File: config.mk
export PLATFORM = sky130hd
export DESIGN_NAME = rr_mux_nto1
export DESIGN_NICKNAME = d
export VERILOG_FILES = /design/src/rtl/rr_mux_nto1.sv
export SDC_FILE = /design/constraint.sdc
export NUM_CORES = 1
export LEC_CHECK = 0
export CAP_MARGIN = 0
export CORE_MARGIN = 8
export CORE_UTILIZATION = 25
export DETAILED_ROUTE_END_ITERATION = 10
export HOLD_SLACK_MARGIN = 0.05
export MAX_ROUTING_LAYER = met4
export PLACE_DENSITY = 0.56
export SLEW_MARGIN = 20
export SYNTH_ARGS = -nofsm -noshare
export SYNTH_HDL_FRONTEND = slang
export SYNTH_SLANG_ARGS = --single-unit
File: constraint.sdc
create_clock -name clk -period 5.2 [get_ports clk]
set_clock_uncertainty 0.2 [all_clocks]
set_input_delay 0.52 -clock clk [delete_from_list [all_inputs] [get_ports clk]]
set_output_delay 0.52 -clock clk [all_outputs]
set_load 0.01 [all_outputs]
File: src/rtl/rr_mux_nto1.sv
// -----------------------------------------------------------------------------
// rr_mux_nto1
// Registered N:1 round-robin collector. Merges N valid/ready input channels
// into a single output stream. Each output beat carries the index of the
// channel it came from on out_sel, so a downstream 1:N demux can route it
// back to the same channel.
//
// Ports
//   clk        single clock, rising edge
//   rst        synchronous, active-high reset
//   in_valid   [N]     per-channel valid
//   in_data    [N*W]   packed channel data, channel i = in_data[i*W +: W]
//   in_ready   [N]     per-channel accept, one-hot or zero
//   out_valid          output register holds a beat
//   out_data   [W]     beat payload
//   out_sel    [SW]    source channel index of the beat
//   out_ready          consumer accepts when out_valid && out_ready
// -----------------------------------------------------------------------------
module rr_mux_nto1 #(
  parameter int N  = 8,
  parameter int W  = 8,
  parameter int SW = $clog2(N)
) (
  input  logic           clk,
  input  logic           rst,
  input  logic [N-1:0]   in_valid,
  input  logic [N*W-1:0] in_data,
  output logic [N-1:0]   in_ready,
  output logic           out_valid,
  output logic [W-1:0]   out_data,
  output logic [SW-1:0]  out_sel,
  input  logic           out_ready
);

  // N expressed at index-plus-carry width, used to wrap ptr+k back below N.
  localparam logic [SW:0] N_IDX  = (SW+1)'(N);
  localparam logic [SW-1:0] LAST = SW'(N-1);

  logic          r_out_valid;
  logic [W-1:0]  r_out_data;
  logic [SW-1:0] r_out_sel;
  logic [SW-1:0] r_ptr;

  logic          w_load_en;
  logic          w_found;
  logic [SW-1:0] w_grant;
  logic [SW-1:0] w_ptr_next;
  logic [W-1:0]  w_grant_data;
  logic [N-1:0]  w_ready;

  // The output register can take a new beat when it is empty, or when the
  // beat it holds leaves this cycle (drain and refill together).
  assign w_load_en = !r_out_valid || out_ready;

  // Round-robin search: visit ptr, ptr+1, ... wrapping at N, take the first
  // valid channel. ptr+k never exceeds 2N-2, so one conditional subtract wraps.
  always_comb begin
    logic [SW:0] v_idx;
    // NOTE: every combinational output gets a default before any branch;
    // a path that leaves one unassigned would infer a latch.
    w_found = 1'b0;
    w_grant = '0;
    v_idx   = '0;
    for (int k = 0; k < N; k++) begin
      v_idx = {1'b0, r_ptr} + (SW+1)'(k);
      if (v_idx >= N_IDX) v_idx = v_idx - N_IDX;
      if (!w_found && in_valid[v_idx[SW-1:0]]) begin
        w_found = 1'b1;
        w_grant = v_idx[SW-1:0];
      end
    end
  end

  always_comb begin
    w_grant_data = in_data[w_grant*W +: W];
    w_ptr_next   = (w_grant == LAST) ? '0 : w_grant + 1'b1;
  end

  // Accept only the granted channel, and only when the register can load.
  always_comb begin
    w_ready = '0;
    if (w_found && w_load_en) w_ready[w_grant] = 1'b1;
  end

  assign in_ready = w_ready;

  // Output register FSM: state is r_out_valid (EMPTY/FULL). When it cannot
  // load (FULL and stalled) everything, including ptr, holds.
  // NOTE: sequential state uses non-blocking assignments so every register
  // samples the pre-edge values, independent of statement order.
  always_ff @(posedge clk) begin
    if (rst) begin
      r_out_valid <= 1'b0;
      r_out_data  <= '0;
      r_out_sel   <= '0;
      r_ptr       <= '0;
    end else if (w_load_en) begin
      if (w_found) begin
        r_out_valid <= 1'b1;
        r_out_data  <= w_grant_data;
        r_out_sel   <= w_grant;
        r_ptr       <= w_ptr_next;
      end else begin
        // Drained with nothing to refill: payload and index keep last values.
        r_out_valid <= 1'b0;
      end
    end
  end

  assign out_valid = r_out_valid;
  assign out_data  = r_out_data;
  assign out_sel   = r_out_sel;

endmodule

# Word level (Yosys, flattened, before mapping)
# Cells that the tools add are included.
# Widths: inputs -> output; s select.
# op_classes
addsub	16
order_cmp	18
n_shift	1
muxes	45
reduce_logical	19
eq_ne	1
# ops
cell	n
$shiftx 64x7->8	1
$mux 3	17
$lt 3x4->1 const B	9
$ge 4x4->1 const B	7
$bmux 1 s3	8
$sub 3x1->3 const B	8
$mux 1	18
$add 3x3->4 const B	4
$logic_and 1x1->1	9
$add 3x2->4 const B	2
$logic_not 1->1	8
$mux 8	1
$add 3x1->4 const B	1
$ge 3x4->1 const B	1
$add 3x1->3 const B	1
$demux 1 s3	1
$eq 3x3->1 const B	1
$ge 3x1->1 const B	1
$reduce_and 2->1	1
$logic_or 1x1->1	1
# totals
in_bits	75
ff_bits	15
word_cells	104

# Logic depth before layout (Yosys ltp)
# logic_depth
depth_word	31
ltp_mapped	17
depth_no_buf	11

# Worst setup path before layout
# OpenSTA, ideal clock, no wires.
# synth_path
path_type	flip-flop to output port
start	reg r_ptr[1]
end	out in_ready[6]
t_arrival_ns	3.503
stages_incl_launch_ff	13
t_required_ns	4.480
path_buffers	3
setup_slack_ns	0.977
path_cell_list	dfxtp_1 > buf_2 > inv_1 > ha_1 > buf_6 > mux2_4 > mux4_2 > or2_1 > o21a_1 > a311oi_4 > nor2_2 > buf_1 > nor3_1
# synth_via
elab_chain_len	31
# synth_rtl
item	line_no	source
start, declared	42	logic [SW-1:0] r_ptr;
start signal, assigned	102	r_ptr <= w_ptr_next;
branches (longest 30 deep; another with $add 3x1->4)	n/a	
$mux 8 (*)	82	if (w_found && w_load_en) w_ready[w_grant] = 1'b1;
end, declared	28	output logic [N-1:0] in_ready,
# Every way passes the cells marked *. The select of a mux whose other input is x is not followed.

# Worst setup path in the final report
# layout_path
start	reg r_ptr[1]
end	out in_ready[7]
# Same word-level chain as after synthesis.

==> flow_summary.rst <==
.. list-table::
   :header-rows: 1

   * - Metric
     - Value
   * - RSZ-0062 raised after global routing
     - no
   * - Max-Cap Viols
     - 0
   * - Sw Ratio
     - 0.535
   * - WL/cell
     - 20.0 um
   * - Number of pins with negative max-slew slack in the final report
     - 0
   * - Routed vias
     - 3425
   * - Total overflow reported by the global router
     - 0
   * - Power share of the combinational group
     - 0.890
   * - Commonest cells after routing, fill and taps aside
     - 94 x clkdlybuf4s50_1, 32 x nor2_1, 30 x nand2_1
   * - Critical path depth in cells
     - 13
   * - Reg-to-reg setup timing slack
     - 0.75 ns
   * - Diode count
     - 0
   * - Via count of the first global-routing pass
     - 3459
   * - Proportion of layout cells with a drive suffix above 1
     - 0.152
   * - Cts bufs inserted
     - 3
   * - Unique masters post-synth
     - 81
   * - Count of antenna-violating nets left after detailed routing
     - 0
   * - DIE WIDTH
     - 125 um
   * - Worst slew margin relative to its limit
     - 0.470
   * - Proportion of synthesized chip area in sequential cells
     - 0.102
   * - Run status
     - finished, final reports clean
   * - Die Ht
     - 125 um
   * - Total power per unit cell area
     - 788 mW/mm^2
   * - Synth top area share
     - 0.102
   * - Post-synth EDFFs
     - 0
   * - Final hold vios
     - 0
   * - Via density per instance
     - 5.73
   * - Clock root buffer
     - clkbuf_16
   * - Relative contribution of sequential cells to total power
     - 0.061
   * - Ys flop type
     - dfxtp_1
   * - Total routing resource utilization after global routing
     - 0.152
   * - TritonCTS clock tree
     - yes
   * - Placeable core region
     - 0.0115 mm^2
   * - Hold Path Sink
     - out_data[2]
   * - Tcrit/Tclk final
     - 0.947
   * - Count of standard-cell rows
     - 39
   * - CTS H-Tree Depth
     - 1
   * - Longest Clk Path Bufs
     - 2
   * - Number of port buffers
     - 94
   * - CP startpoint kind
     - flop
   * - DRC marker count from the first detailed-route iteration
     - 315
   * - Final cell count without fillers
     - 598
   * - Skew-Pair Late Insertion Delay
     - 0.25 ns
   * - Die ar.
     - 0.0155 mm^2
   * - Master of the slowest instance on the critical path
     - clkdlybuf4s50_1
   * - Flop and latch count out of synthesis
     - 15
   * - Post-synthesis async set-or-reset flop share
     - 0
   * - Final weighted congestion in routability-driven placement
     - 0.865
   * - Finish-stage setup viols
     - 0
   * - Final WL
     - 12.0 mm
   * - Highest cell delay on the worst timing path
     - 0.55 ns
   * - First-pass detailed-route iteration total
     - 4
   * - Cell-internal power
     - 1.52 mW
   * - Ranking of synthesized cells by area
     - dfxtp_1 10%, mux4_2 7.6%, mux2i_1 7.5%
   * - Net count after synthesis
     - 441
   * - Wire length of the first global-routing pass
     - 19.1 mm
   * - Transition at the pin with the smallest max-transition slack
     - 0.792 ns
   * - Worst Hold Class
     - reg2reg
   * - Leading area contributor after synthesis
     - dfxtp_1
   * - Kind of end point of the critical path
     - output pin
   * - Worst Hold Path Cells
     - 2
   * - Clk sinks
     - 15
   * - Number of antenna violations at the first check in global routing
     - 0
   * - Post-layout net count
     - 533
   * - Max Freq
     - 203 MHz
   * - Net switching power figure
     - 1.75 mW
   * - Mean Syn Cell Area
     - 8.11 um^2
   * - Worst-case reg-to-reg path depth
     - 14
   * - Setup TNS after final layout
     - 0 ns
   * - Required time at the endpoint of the critical path
     - 4.48 ns
   * - Clock transition at the register clock pins on the worst setup and hold paths after CTS
     - 0.06 ns
   * - Clk pwr share
     - 0.049
   * - Worst IR drop on VDD
     - 531 uV
   * - HPWL after detailed placement
     - 9.22 mm
   * - Netlist area before placement
     - 0.00295 mm^2
   * - Worst r2r src
     - r_ptr[1]
   * - Clock period minus worst slack
     - 4.92 ns
   * - Critical path type
     - reg2out
   * - Crit path arrival time
     - 4.20 ns
   * - Crit path buf inv count
     - 4
   * - Number of warnings printed during yosys synthesis
     - 0
   * - Reported leakage power
     - 1.48 nW
   * - CTS Hold Bufs
     - 0
   * - Top Ports
     - 95
   * - Worst flop-to-flop path endpoint
     - out_data[2]
   * - Critical path fanouts, max
     - 17
   * - Placed instance count
     - 594
   * - Most common library cell in the layout ignoring fill and taps
     - clkdlybuf4s50_1
   * - Initial core utilization
     - 0.257
   * - Hold wc startpoint
     - out_data[2]
   * - DRC violations left
     - 0
   * - Ordered list of cells on the worst path
     - inv_1 > ha_2 > buf_4 > mux2_1 > a221oi_2 > a22oi_2 > nor2_1 > buf_4 > a21oi_1 > o31ai_4 > nand2_1 > nor2_1 > clkdlybuf4s50_1
   * - Area growth, synth to finish
     - 40.8%
   * - Count of mapped cells out of synthesis
     - 364
   * - Largest net degree at the start of global routing
     - 24
   * - Gate family responsible for the most delay along the worst path
     - buffers and inverters
-- flip-flops by register name (all words and copies together), names as in the netlist --
| register | cells |
|---|---|
| out_data | 8 |
| out_sel | 3 |
| r_ptr | 3 |
| out_valid | 1 |
-- layout make-up --
| type | instances | area, um^2 |
|---|---|---|
| Clock buffer | 4 | 78.8 |
| Fill cell | 1158 | 7310 |
| Inverter | 14 | 52.6 |
| Multi-Input combinational cell | 310 | 2470 |
| Sequential cell | 15 | 300 |
| Tap cell | 143 | 179 |
| Timing Repair Buffer | 112 | 1080 |
-- synth_stat cells (all sizes together) (8+ instances only) --
cell type,count
mux2i,22
nand2,31
o211ai,10
inv,14
o22ai,13
nand3,14
mux4,12
buf,18
nor2,33
nand4,9
o2111ai,10
o21ai,10
nand2b,8
nor3,8
dfxtp,15
mux2,16
-- kinds of logic after synthesis --
kind of cell,share of synthesized area
multiplexers,0.231
buffers and inverters,0.0662
flip-flops,0.102
AND/OR/NAND/NOR,0.248
XOR/XNOR,0.0144
adder cells (fa/ha/maj),0.00848
AO/OA/AOI/OAI,0.330
-- layer usage --
layer	up-vias	share of wire	track usage
met2	145	0.46	0.236
met4	0	0.024	0.0496
met1	1632	0.46	0.199
li1	1626	-	-
met5	-	0	-
met3	22	0.050	0.0162
-- what timing repair did --
| item | in CTS | in global routing |
|---|---|---|
| hold endpoints to repair | 0 | 0 |
| buffers inserted | 0 | 0 |
| setup endpoints to repair | 0 | 4 |
| gates resized for setup | 0 | 2 |
-- tightest hold or removal path, stage by stage (launching register included) --
cell and delay [ns]:
dfxtp_1 0.33, nand2_1 0.05, o221ai_1 0.06
-- worst max path at each step --
stage / from / end
6_report: r_ptr[1] / in_ready[7]
3_5_place_dp: in_valid[1] / in_ready[5]
3_3_place_gp: in_valid[1] / in_ready[5]
5_1_grt: r_ptr[0] / in_ready[5]
2_1_floorplan: r_ptr[1] / in_ready[6]
4_1_cts: r_ptr[1] / in_ready[5]
-- per-stage QoR --
stage               power, mW  hold slack, ns   util  worst slack, ns  cell area (um^2)
global placement         3.03           0.248  0.354            0.434              4060
detailed placement       3.04           0.262  0.354            0.357              4060
global route             3.54           0.305  0.362           0.0258              4150
floorplan                2.24           0.295      -            0.977              2950
finish                   3.27           0.265  0.362            0.278              4150
CTS                      3.22           0.276  0.361            0.157              4140
-- power groups by stage --
stage	sequential [mW]	clock, mW	combinational (mW)
after floorplan	0.205	0	2.04
after global placement	0.201	0	2.83
after detailed placement	0.201	0	2.84
after CTS	0.199	0.162	2.86
after global routing	0.205	0.169	3.16
final	0.200	0.159	2.91
Note: power is estimated with default switching activity, not from simulation.
